--- config.mk ---
export PLATFORM = sky130hd
export DESIGN_NAME = tbu_ctrl
export DESIGN_NICKNAME = d
export VERILOG_FILES = /design/src/rtl/viterbi_pkg.sv /design/src/rtl/tbu_ctrl.sv
export SDC_FILE = /design/constraint.sdc
export NUM_CORES = 1
export LEC_CHECK = 0
export ABC_CLOCK_PERIOD_IN_PS = 2000
export BUFFER_PORTS_ARGS = -buffer_cell sky130_fd_sc_hd__buf_4
export CAP_MARGIN = 20
export CORE_MARGIN = 1.5
export CORE_UTILIZATION = 49
export CTS_CLUSTER_DIAMETER = 150
export DETAILED_ROUTE_END_ITERATION = 12
export PLACE_DENSITY_LB_ADDON = 0.15
export SLEW_MARGIN = 20
export SYNTH_ARGS = -nofsm -noshare
export SYNTH_HDL_FRONTEND = slang
export SYNTH_SLANG_ARGS = --single-unit
--- constraint.sdc ---
create_clock -name clk -period 2 [get_ports clk]
set_input_delay 0.3 -clock clk [delete_from_list [all_inputs] [get_ports clk]]
set_output_delay 0.3 -clock clk [all_outputs]
set_load 0.02 [all_outputs]
--- src/rtl/viterbi_pkg.sv ---
// Shared types for the Viterbi decoder: survivor bank index, traceback
// controller states and the mod-3 bank rotation helper.
package viterbi_pkg;

   localparam int NUM_BANKS = 3;

   typedef logic [1:0] bank_t;

   typedef enum logic [1:0] {
      IDLE,
      TRACE,
      DECODE,
      WAIT
   } tbu_ctrl_state_e;

   function automatic bank_t bank_inc(input bank_t b);
      return (b == bank_t'(NUM_BANKS - 1)) ? bank_t'(0) : bank_t'(b + bank_t'(1));
   endfunction

endpackage

--- src/rtl/tbu_ctrl.sv ---
// Survivor-memory sequencer: writes ACS decisions into three rotating banks and
// runs one trace + decode sweep over the two older banks per completed block.
module tbu_ctrl
   import viterbi_pkg::*;
#(
   parameter int DEPTH = 8,
   parameter int AW    = $clog2(DEPTH)
) (
   input  logic          clk,
   input  logic          rst,
   input  logic          dec_valid,
   output logic          dec_ready,
   output logic          mem_we,
   output bank_t         mem_wr_bank,
   output logic [AW-1:0] mem_wr_addr,
   output logic          mem_rd_en,
   output bank_t         mem_rd_bank,
   output logic [AW-1:0] mem_rd_addr,
   output logic          tbu_enable,
   output logic          tbu_selection,
   output logic          pass_done
);

   tbu_ctrl_state_e state, state_nxt;

   bank_t         wr_bank;
   logic [AW-1:0] wr_addr;
   logic [1:0]    blk_cnt;
   logic [1:0]    blk_cnt_inc;
   bank_t         tr_bank;
   bank_t         dc_bank;
   logic [AW-1:0] rd_addr;

   logic busy;
   logic last_wr;
   logic xfer;
   logic blk_done;
   logic start;

   assign busy        = (state == TRACE) || (state == DECODE);
   assign last_wr     = (wr_addr == AW'(DEPTH - 1));
   // Holding the closing word keeps the bank rotation from landing on a bank still being read.
   assign dec_ready   = !rst && !(last_wr && busy);
   assign xfer        = dec_valid && dec_ready;
   assign blk_done    = xfer && last_wr;
   assign blk_cnt_inc = (blk_cnt == 2'd2) ? 2'd2 : blk_cnt + 2'd1;
   assign start       = blk_done && (blk_cnt_inc == 2'd2);

   assign mem_we      = xfer;
   assign mem_wr_bank = wr_bank;
   assign mem_wr_addr = wr_addr;
   assign mem_rd_en   = busy;
   assign mem_rd_addr = busy ? rd_addr : '0;

   always_comb begin
      mem_rd_bank = '0;
      if (state == TRACE)
         mem_rd_bank = tr_bank;
      else if (state == DECODE)
         mem_rd_bank = dc_bank;
   end

   always_comb begin
      state_nxt = state;
      case (state)
         IDLE, WAIT: if (start) state_nxt = TRACE;
         TRACE:      if (rd_addr == '0) state_nxt = DECODE;
         DECODE:     if (rd_addr == '0) state_nxt = WAIT;
         default:    state_nxt = IDLE;
      endcase
   end

   always_ff @(posedge clk) begin
      if (rst)
         state <= IDLE;
      else
         state <= state_nxt;
   end

   always_ff @(posedge clk) begin
      if (rst) begin
         wr_bank       <= '0;
         wr_addr       <= '0;
         blk_cnt       <= '0;
         tr_bank       <= '0;
         dc_bank       <= '0;
         rd_addr       <= '0;
         tbu_enable    <= 1'b0;
         tbu_selection <= 1'b0;
         pass_done     <= 1'b0;
      end else begin
         if (xfer) begin
            wr_addr <= last_wr ? '0 : wr_addr + AW'(1);
            if (last_wr)
               wr_bank <= bank_inc(wr_bank);
         end
         if (blk_done)
            blk_cnt <= blk_cnt_inc;
         if (!busy && start) begin
            tr_bank <= wr_bank;
            dc_bank <= bank_inc(bank_inc(wr_bank));
         end
         // DEPTH is a power of two, so the down-count wraps straight back to DEPTH-1.
         rd_addr       <= busy ? rd_addr - AW'(1) : AW'(DEPTH - 1);
         // One-cycle RAM latency: tbu controls line up with the returning read data.
         tbu_enable    <= busy;
         tbu_selection <= (state == DECODE);
         pass_done     <= tbu_enable && !busy;
      end
   end

endmodule
# Yosys cells after proc, flatten, opt, wreduce, memory -nomap -nowiden
# Index checks and enable logic that the tools add are counted.
# op_classes
add_sub_neg	5
eq_ne	11
mux	12
n_reduce_logical	16
# op_table
op	n
2-bit 2-to-1 mux	8
2-bit equality test (second input constant)	6
3-bit 2-to-1 mux	3
1-bit logical AND	7
2-bit by 1-bit adder with 2-bit output (second input constant)	3
2-bit case mux with 3 select lines	1
2-bit by 1-bit inequality test with 1-bit output (second input constant)	2
3-bit by 1-bit adder with 3-bit output (second input constant)	1
3-bit equality test (second input constant)	1
1-bit logical NOT	3
3-bit logical NOT	1
3-bit AND reduction	1
3-bit by 1-bit subtractor with 3-bit output (second input constant)	1
2-bit by 1-bit equality test with 1-bit output (second input constant)	1
2-bit logical NOT	1
2-bit inequality test (second input constant)	1
2-bit AND reduction	1
2-bit OR reduction	1
1-bit logical OR	1
# word_totals
register_bits	19
input_bits	3
out_inout_bits	16
wordCells	54

# Longest topological paths before layout
# Gate-level depths: netlist (run 1).
# depth
word_depth	10
ltp_mapped	6
depth_no_buf	5

# Worst setup path before layout (run 1)
# Ideal clock, no wire load.
# synth_path
path_type	register to output
from	register state[0]
to	output dec_ready
arrival_ns	1.400
t_required_ns	1.700
slack_ns	0.300
stages_incl_launch_ff	6
path_cell_list	dfxtp_1 > inv_1 > ha_1 > buf_2 > inv_1 > a21oi_1
# synth_between
elab_chain_cells	5
# synth_lines
item	line_no	rtl
start: declaration	tbu_ctrl.sv:24	tbu_ctrl_state_e state, state_nxt;
start signal: assignment	tbu_ctrl.sv:77	state <= state_nxt;
2-bit by 1-bit equality test with 1-bit output / 2-bit equality test (equally long branches)	tbu_ctrl.sv:40	assign busy = (state == TRACE) || (state == DECODE);
1-bit logical OR (*)	tbu_ctrl.sv:40	
named net mem_rd_en	tbu_ctrl.sv:16	output logic mem_rd_en,
1-bit logical AND (*)	tbu_ctrl.sv:43	assign dec_ready = !rst && !(last_wr && busy);
1-bit logical NOT (*)	tbu_ctrl.sv:43	
1-bit logical AND (*)	tbu_ctrl.sv:43	
end: declaration	tbu_ctrl.sv:12	output logic dec_ready,
# Mark *: on every way through the listed nets, which the timed path passes. The rest lies on a longest branch.

# Worst setup path after layout (run 1)
# layout_path
from	register wr_addr[0] (netlist: mem_wr_addr[0])
to	output mem_we
# layout_between
elab_chain_cells	5
# layout_lines
item	line_no	rtl
start: declaration	tbu_ctrl.sv:27	logic [AW-1:0] wr_addr;
start signal: assignment	tbu_ctrl.sv:93	wr_addr <= last_wr ? '0 : wr_addr + AW'(1);
3-bit equality test	tbu_ctrl.sv:41	assign last_wr = (wr_addr == AW'(DEPTH - 1));
1-bit logical AND	tbu_ctrl.sv:43	
1-bit logical NOT	tbu_ctrl.sv:43	
1-bit logical AND	tbu_ctrl.sv:43	
1-bit logical AND	tbu_ctrl.sv:44	assign xfer = dec_valid && dec_ready;
end: declaration	tbu_ctrl.sv:13	output logic mem_we,
# No other way between the ends.

==> results of run 1 <==
==> kinds of logic after synthesis <==
logic type,Yosys count
flip-flops,19
XOR/XNOR,1
AND/OR/NAND/NOR,35
AO/OA/AOI/OAI,25
multiplexers,2
adder cells (fa/ha/maj),8
buffers and inverters,14
==> layout make-up <==
cell class,instances,area [µm²],share of cell area
multi-input combinational,71,483.0,0.4313
sequential,19,384.1,0.3430
timing repair buffer,21,157.7,0.1408
inverter,10,37.54,0.03352
tap,25,31.28,0.02793
clock buffer,4,26.28,0.02346
==> worst min path at each step <==
stage,startpoint,cells past startpoint,slack [ns],to
finish,dec_valid,2,0.25,mem_wr_addr[0]
global route,dec_valid,2,0.25,mem_wr_addr[0]
CTS,dec_valid,2,0.25,mem_wr_addr[0]
detailed placement,tbu_enable,2,0.43,pass_done
global placement,tbu_enable,2,0.44,pass_done
floorplan,dec_valid,1,0.42,mem_wr_addr[0]
==> metrics by stage <==
| stage | hold WS [ns] | util | setup WS (ns) | area [µm²] | total power, µW |
|---|---|---|---|---|---|
| after global placement | 0.4364 | 0.6109 | 0.2582 | 1055 | 998.3 |
| after detailed placement | 0.4338 | 0.6109 | 0.2151 | 1055 | 1009 |
| after global routing | 0.2460 | 0.6486 | 0.003156 | 1120 | 1341 |
| final | 0.2474 | 0.6486 | 0.08648 | 1120 | 1237 |
| after CTS | 0.2496 | 0.6348 | 0.008545 | 1096 | 1245 |
| after floorplan | 0.4161 | - | 0.3000 | 892.1 | 849.2 |
==> power groups by stage <==
stage	Clock, µW	Sequential, µW	Combinational (µW)
global placement	0	481	518
CTS	197	479	569
global route	220	491	630
finish	191	482	564
detailed placement	0	483	525
floorplan	0	501	348
==> sequential cells by signal, indices dropped and copies added, names as in the netlist <==
name	count
tbu_enable	1
pass_done	1
dc_bank	2
rd_addr	3
mem_wr_bank	2
tr_bank	2
state	2
tbu_selection	1
mem_wr_addr	3
blk_cnt	2
==> metal layers <==
| layer | part of all wire | wire [µm] | GRT usage | vias up |
|---|---|---|---|---|
| li1 | - | - | - | 395 |
| met3 | 0.048 | 76 | 0.02381 | 2 |
| met2 | 0.45 | 713 | 0.2620 | 17 |
| met5 | 0 | 0 | 0 | - |
| met4 | 0.0082 | 13 | 0.08824 | 0 |
| met1 | 0.49 | 773 | 0.2317 | 342 |
==> layout by cell type (no fill, tap or decap), types with 2 or more instances in the layout <==
cell and n:
dfxtp_1 16, nor2_1 5, ha_1 5, buf_4 21, o21ai_0 7, nand3b_1 2, nand3_1 4, inv_1 10
nand2_1 11, nand2b_1 2, ha_4 2, clkbuf_4 3, mux2_2 2, dfxtp_2 3, nor2b_1 5, a21oi_1 12
==> what timing repair did <==
action | in CTS | in global routing
resized for setup | 3 | 5
setup endpoints to repair | 2 | 1
pin swaps | 0 | 2
gates cloned | 0 | 0
buffers inserted | 0 | 1
==> impl_metrics.py, run 1 <==
metrics = {
    "timing": {
        "skew_ns": 0.006121,
        "period_share": 0.9568,
        "max_slew.worst_pin.slew_ns": 0.2448,
        "setup_viol": 0,
        "relSlewSlack": 0.8368,
        "timing.fmax_mhz": 522.6,
        "slew_viol_final": 0,
        "period_needed_ns": 1.914,
        "rsz0062_at_grt": "no",
        "fin_tns_setup_ns": 0,
        "finalHoldViolCount": 0,
    },
    "power": {
        "power.density_mw_per_mm2": 1104,
        "switching_power_uw": 465.5,
        "vdd_drop_max_v": 0.0006564,
        "internal-power_uw": 771.0,
        "combPwrFrac": 0.456,
        "sequentialPowerShare": 0.390,
        "p_leak_uw": 0.0004652,
        "clockPowerShare": 0.154,
        "sw_frac_of_total": 0.3765,
    },
    "placement": {
        "port_buffers": 18,
        "globalplace.congestion": 0.7191,
        "place_hpwl_um": 1109,
        "dp_cells": 145,
    },
    "worst_setup_path": {
        "rrSetupSlack_ns": 0.35,
        "cpMaxStageDelayCell": "dfxtp_2",
        "worstSetupPathType": "reg -> out",
        "cp.depth": 6,
        "endpoint": "mem_we",
        "cp-startpoint": "mem_wr_addr[0]",
        "critPathTopFamily": "simple AND/OR/NAND/NOR gates",
        "r2r-end": "mem_wr_addr[2]",
        "end_kind": "output pin",
        "cp.arrival_ns": 1.61,
        "cp-start-kind": "flip-flop",
        "max_stage_delay_ns": 0.38,
        "reg2regPathDepth": 6,
        "crit_chain": "ha_2 > ha_4 > or2b_1 > nand3b_1 > inv_1 > buf_4",
        "critPathMaxFanout": 6,
        "rr_startpoint": "mem_wr_addr[0]",
        "path_buf_inv": 2,
        "critPathRequiredTime_ns": 1.70,
    },
    "floorplanning": {
        "core_mm2": 0.001727,
        "ioPinCount": 19,
        "die_h_um": 45.67,
        "die_x_um": 45.67,
        "row_count": 15,
        "initial_core_util": 0.5167,
        "die_area_mm2": 0.002086,
    },
    "global_route": {
        "grt_pass1_wl_um": 2594,
        "grt_max_degree": 25,
        "overflow": 0,
        "track_usage": 0.1710,
        "grt_pass1_vias": 662,
        "antenna_found_initial": 0,
    },
    "clock_network": {
        "postCtsHoldBufs": 0,
        "cts_root_buf": "clkbuf_4",
        "cts_tree": "yes",
        "clockBufferDepth": 2,
        "clkLatencyLatePin_ns": 0.29,
        "cts_made_buffers": 3,
        "cts_num_sinks": 19,
        "htree_num_levels": 1,
        "clk_pin_slew_ns": 0.11,
    },
    "yosys": {
        "synthSimpleGateAreaFrac": 0.2034,
        "synth-adder-area-share": 0.1122,
        "synth_ff_type": "dfxtp_1",
        "synth_xor_area_frac": 0.009818,
        "ys_warn_count": 0,
        "yosysSeqAreaShare": 0.4264,
        "avgSynthCellArea_um2": 8.578,
        "synth_edf_count": 0,
        "synth_cells": 104,
        "synth_compound_area_frac": 0.1599,
        "synth-seq-cells": 19,
        "synth_mux_area_frac": 0.02525,
        "yosysTopAreaCellShare": 0.4264,
        "ys_types": 27,
        "yosysMostFrequentCell": "dfxtp_1",
        "synth_top_family_by_area": "simple AND/OR/NAND/NOR gates",
        "ys_top_cells_by_count": "dfxtp_1, a21oi_1, nand2_1, inv_1, ha_1",
        "syn_area_um2": 892.1,
        "synthArstFlopShare": 0,
        "synth_area_leader_cell": "dfxtp_1",
        "synth_area_leaders": "dfxtp_1, ha_1, a21oi_1",
        "syn_nets": 115,
    },
    "final_layout": {
        "syn_to_final_growth_pct": 25.53,
        "n_fill_cell": 167,
        "drive_gt1_frac": 0.2560,
        "layout.nets": 137,
        "antenna_cells": 0,
        "instances_no_fill": 150,
    },
    "flow_run": {
        "maxCapViolations": 0,
    },
    "routing": {
        "drt_iter0_drc": 18,
        "post_drt_wl_per_cell_um": 10.51,
        "remaining_drc_errors": 0,
        "antenna_left": 0,
        "totalWireLength_um": 1577,
        "first_pass_iters": 4,
        "routed_via_density": 5.040,
        "route.vias.total": 756,
    },
    "run_status": {
        "status": "completed",
    },
    "worst_hold_path": {
        "holdCritPathClass": "in -> reg",
    },
}
(Power assumes the default switching activity.)
==> inputs of run 2 (changes only) <==
Settings changed: CORE_ASPECT_RATIO from default to 1.1.
==> impl_metrics.py, run 2 (synthesis results as in run 1) <==
metrics = {
    "clock_network": {
        "postCtsHoldBufs": 0,
        "clockBufferDepth": 2,
        "cts_root_buf": "clkbuf_4",
        "clkLatencyLatePin_ns": 0.29,
        "cts_num_sinks": 19,
        "cts_made_buffers": 3,
        "cts_tree": "yes",
        "clk_pin_slew_ns": 0.10,
        "htree_num_levels": 1,
    },
    "timing": {
        "finalHoldViolCount": 0,
        "fin_tns_setup_ns": 0,
        "period_share": 0.9554,
        "relSlewSlack": 0.8362,
        "period_needed_ns": 1.911,
        "max_slew.worst_pin.slew_ns": 0.2456,
        "setup_viol": 0,
        "slew_viol_final": 0,
        "skew_ns": 0.005939,
        "timing.fmax_mhz": 523.4,
        "rsz0062_at_grt": "no",
    },
    "worst_setup_path": {
        "cp-start-kind": "flip-flop",
        "crit_top_cell": "inv_1",
        "critPathMaxFanout": 12,
        "critPathTopFamily": "simple AND/OR/NAND/NOR gates",
        "crit_chain": "inv_1 > ha_4 > or2b_1 > nand3b_1 > inv_1 > buf_4",
        "r2r-end": "mem_wr_addr[2]",
        "end_kind": "output pin",
        "max_stage_delay_ns": 0.36,
        "cpMaxStageDelayCell": "dfxtp_2",
        "critPathRequiredTime_ns": 1.70,
        "endpoint": "mem_we",
        "path_buf_inv": 3,
        "worstSetupPathType": "reg -> out",
        "cp.arrival_ns": 1.61,
        "reg2regPathDepth": 6,
        "cp.depth": 6,
        "rrSetupSlack_ns": 0.34,
        "rr_startpoint": "state[0]",
        "cp-startpoint": "state[0]",
    },
    "power": {
        "total_power_uw": 1244,
        "p_leak_uw": 0.0004672,
        "vdd_drop_max_v": 0.0005917,
        "power.density_mw_per_mm2": 1123,
    },
    "final_layout": {
        "final_common_cell": "buf_4",
        "final_util": 0.6358,
        "instances_no_fill": 143,
        "layout.nets": 137,
        "n_fill_cell": 175,
        "layout_common_cells": "buf_4, dfxtp_1, a21oi_1",
        "drive_gt1_frac": 0.2400,
        "syn_to_final_growth_pct": 24.12,
        "antenna_cells": 0,
    },
    "routing": {
        "route.vias.total": 774,
        "remaining_drc_errors": 0,
        "antenna_left": 0,
        "drt_iter0_drc": 11,
        "totalWireLength_um": 1699,
        "post_drt_wl_per_cell_um": 11.88,
        "routed_via_density": 5.413,
        "first_pass_iters": 4,
    },
    "global_route": {
        "grt_pass1_wl_um": 2532,
        "overflow": 0,
        "antenna_found_initial": 0,
        "grt_pass1_vias": 597,
        "grt_max_degree": 25,
        "track_usage": 0.1641,
    },
    "floorplanning": {
        "die_area_mm2": 0.002086,
        "initial_core_util": 0.5122,
        "die_h_um": 47.75,
        "die_x_um": 43.69,
        "ioPinCount": 19,
        "core_mm2": 0.001742,
        "row_count": 16,
    },
    "flow_run": {
        "maxCapViolations": 0,
    },
    "placement": {
        "place_hpwl_um": 1159,
        "dp_cells": 138,
        "port_buffers": 18,
        "globalplace.congestion": 0.6750,
    },
    "run_status": {
        "status": "completed",
    },
    "worst_hold_path": {
        "holdCritPathClass": "in -> reg",
    },
}
## run 2: cell types whose count changed in the layout (fill, tap and decap cells not counted)
cell and change:
dfxtp_1 +1, dfxtp_2 -1, ha_1 +1, ha_2 -1
## run 2: what timing repair did
action	in CTS	in global routing
pin swaps	0	1
setup endpoints to repair	2	1
hold endpoints to repair	0	0
setup buffers	0	1
gates resized for setup	3	3
## run 2: metal layers
metal / track usage / share of wire / up-vias
li1: - / - / 393
met1: 0.2263 / 0.48 / 366
met2: 0.2500 / 0.48 / 13
met3: 0.03396 / 0.035 / 2
met4: 0.07273 / 0.0082 / 0
met5: 0 / 0 / -
## run 2: area by class of cell
class                           instances  area (µm²)  area share
Clock buffer                            4       26.28     0.02373
Inverter                               10       37.54     0.03390
Multi-Input combinational cell         71       480.5      0.4339
Sequential cell                        19       382.9      0.3458
Tap cell                               18       22.52     0.02034
Timing Repair Buffer                   21       157.7      0.1424
## run 2: power by group
group	internal (µW)	switching (µW)
Combinational	253	320
Clock	77.5	112
Sequential	441	40.6
## run 2: through the flow
step / cell area (µm²) / setup WS [ns] / hold WS, ns
5_1_grt: 1107 / 0.005355 / 0.2395
3_3_place_gp: 1046 / 0.2649 / 0.4353
6_report: 1107 / 0.08926 / 0.2430
2_1_floorplan: 892.1 / 0.3000 / 0.4161
4_1_cts: 1087 / 0.02264 / 0.2365
3_5_place_dp: 1046 / 0.2222 / 0.4408
## run 2: how the worst min path moves through the flow
stage / startpoint / endpoint / cells after the start
after global placement: tbu_enable / pass_done / 2
after global routing: dec_valid / mem_wr_addr[0] / 2
after detailed placement: tbu_enable / pass_done / 2
after floorplan: dec_valid / mem_wr_addr[0] / 1
final: dec_valid / mem_wr_addr[0] / 2
after CTS: dec_valid / mem_wr_addr[0] / 2
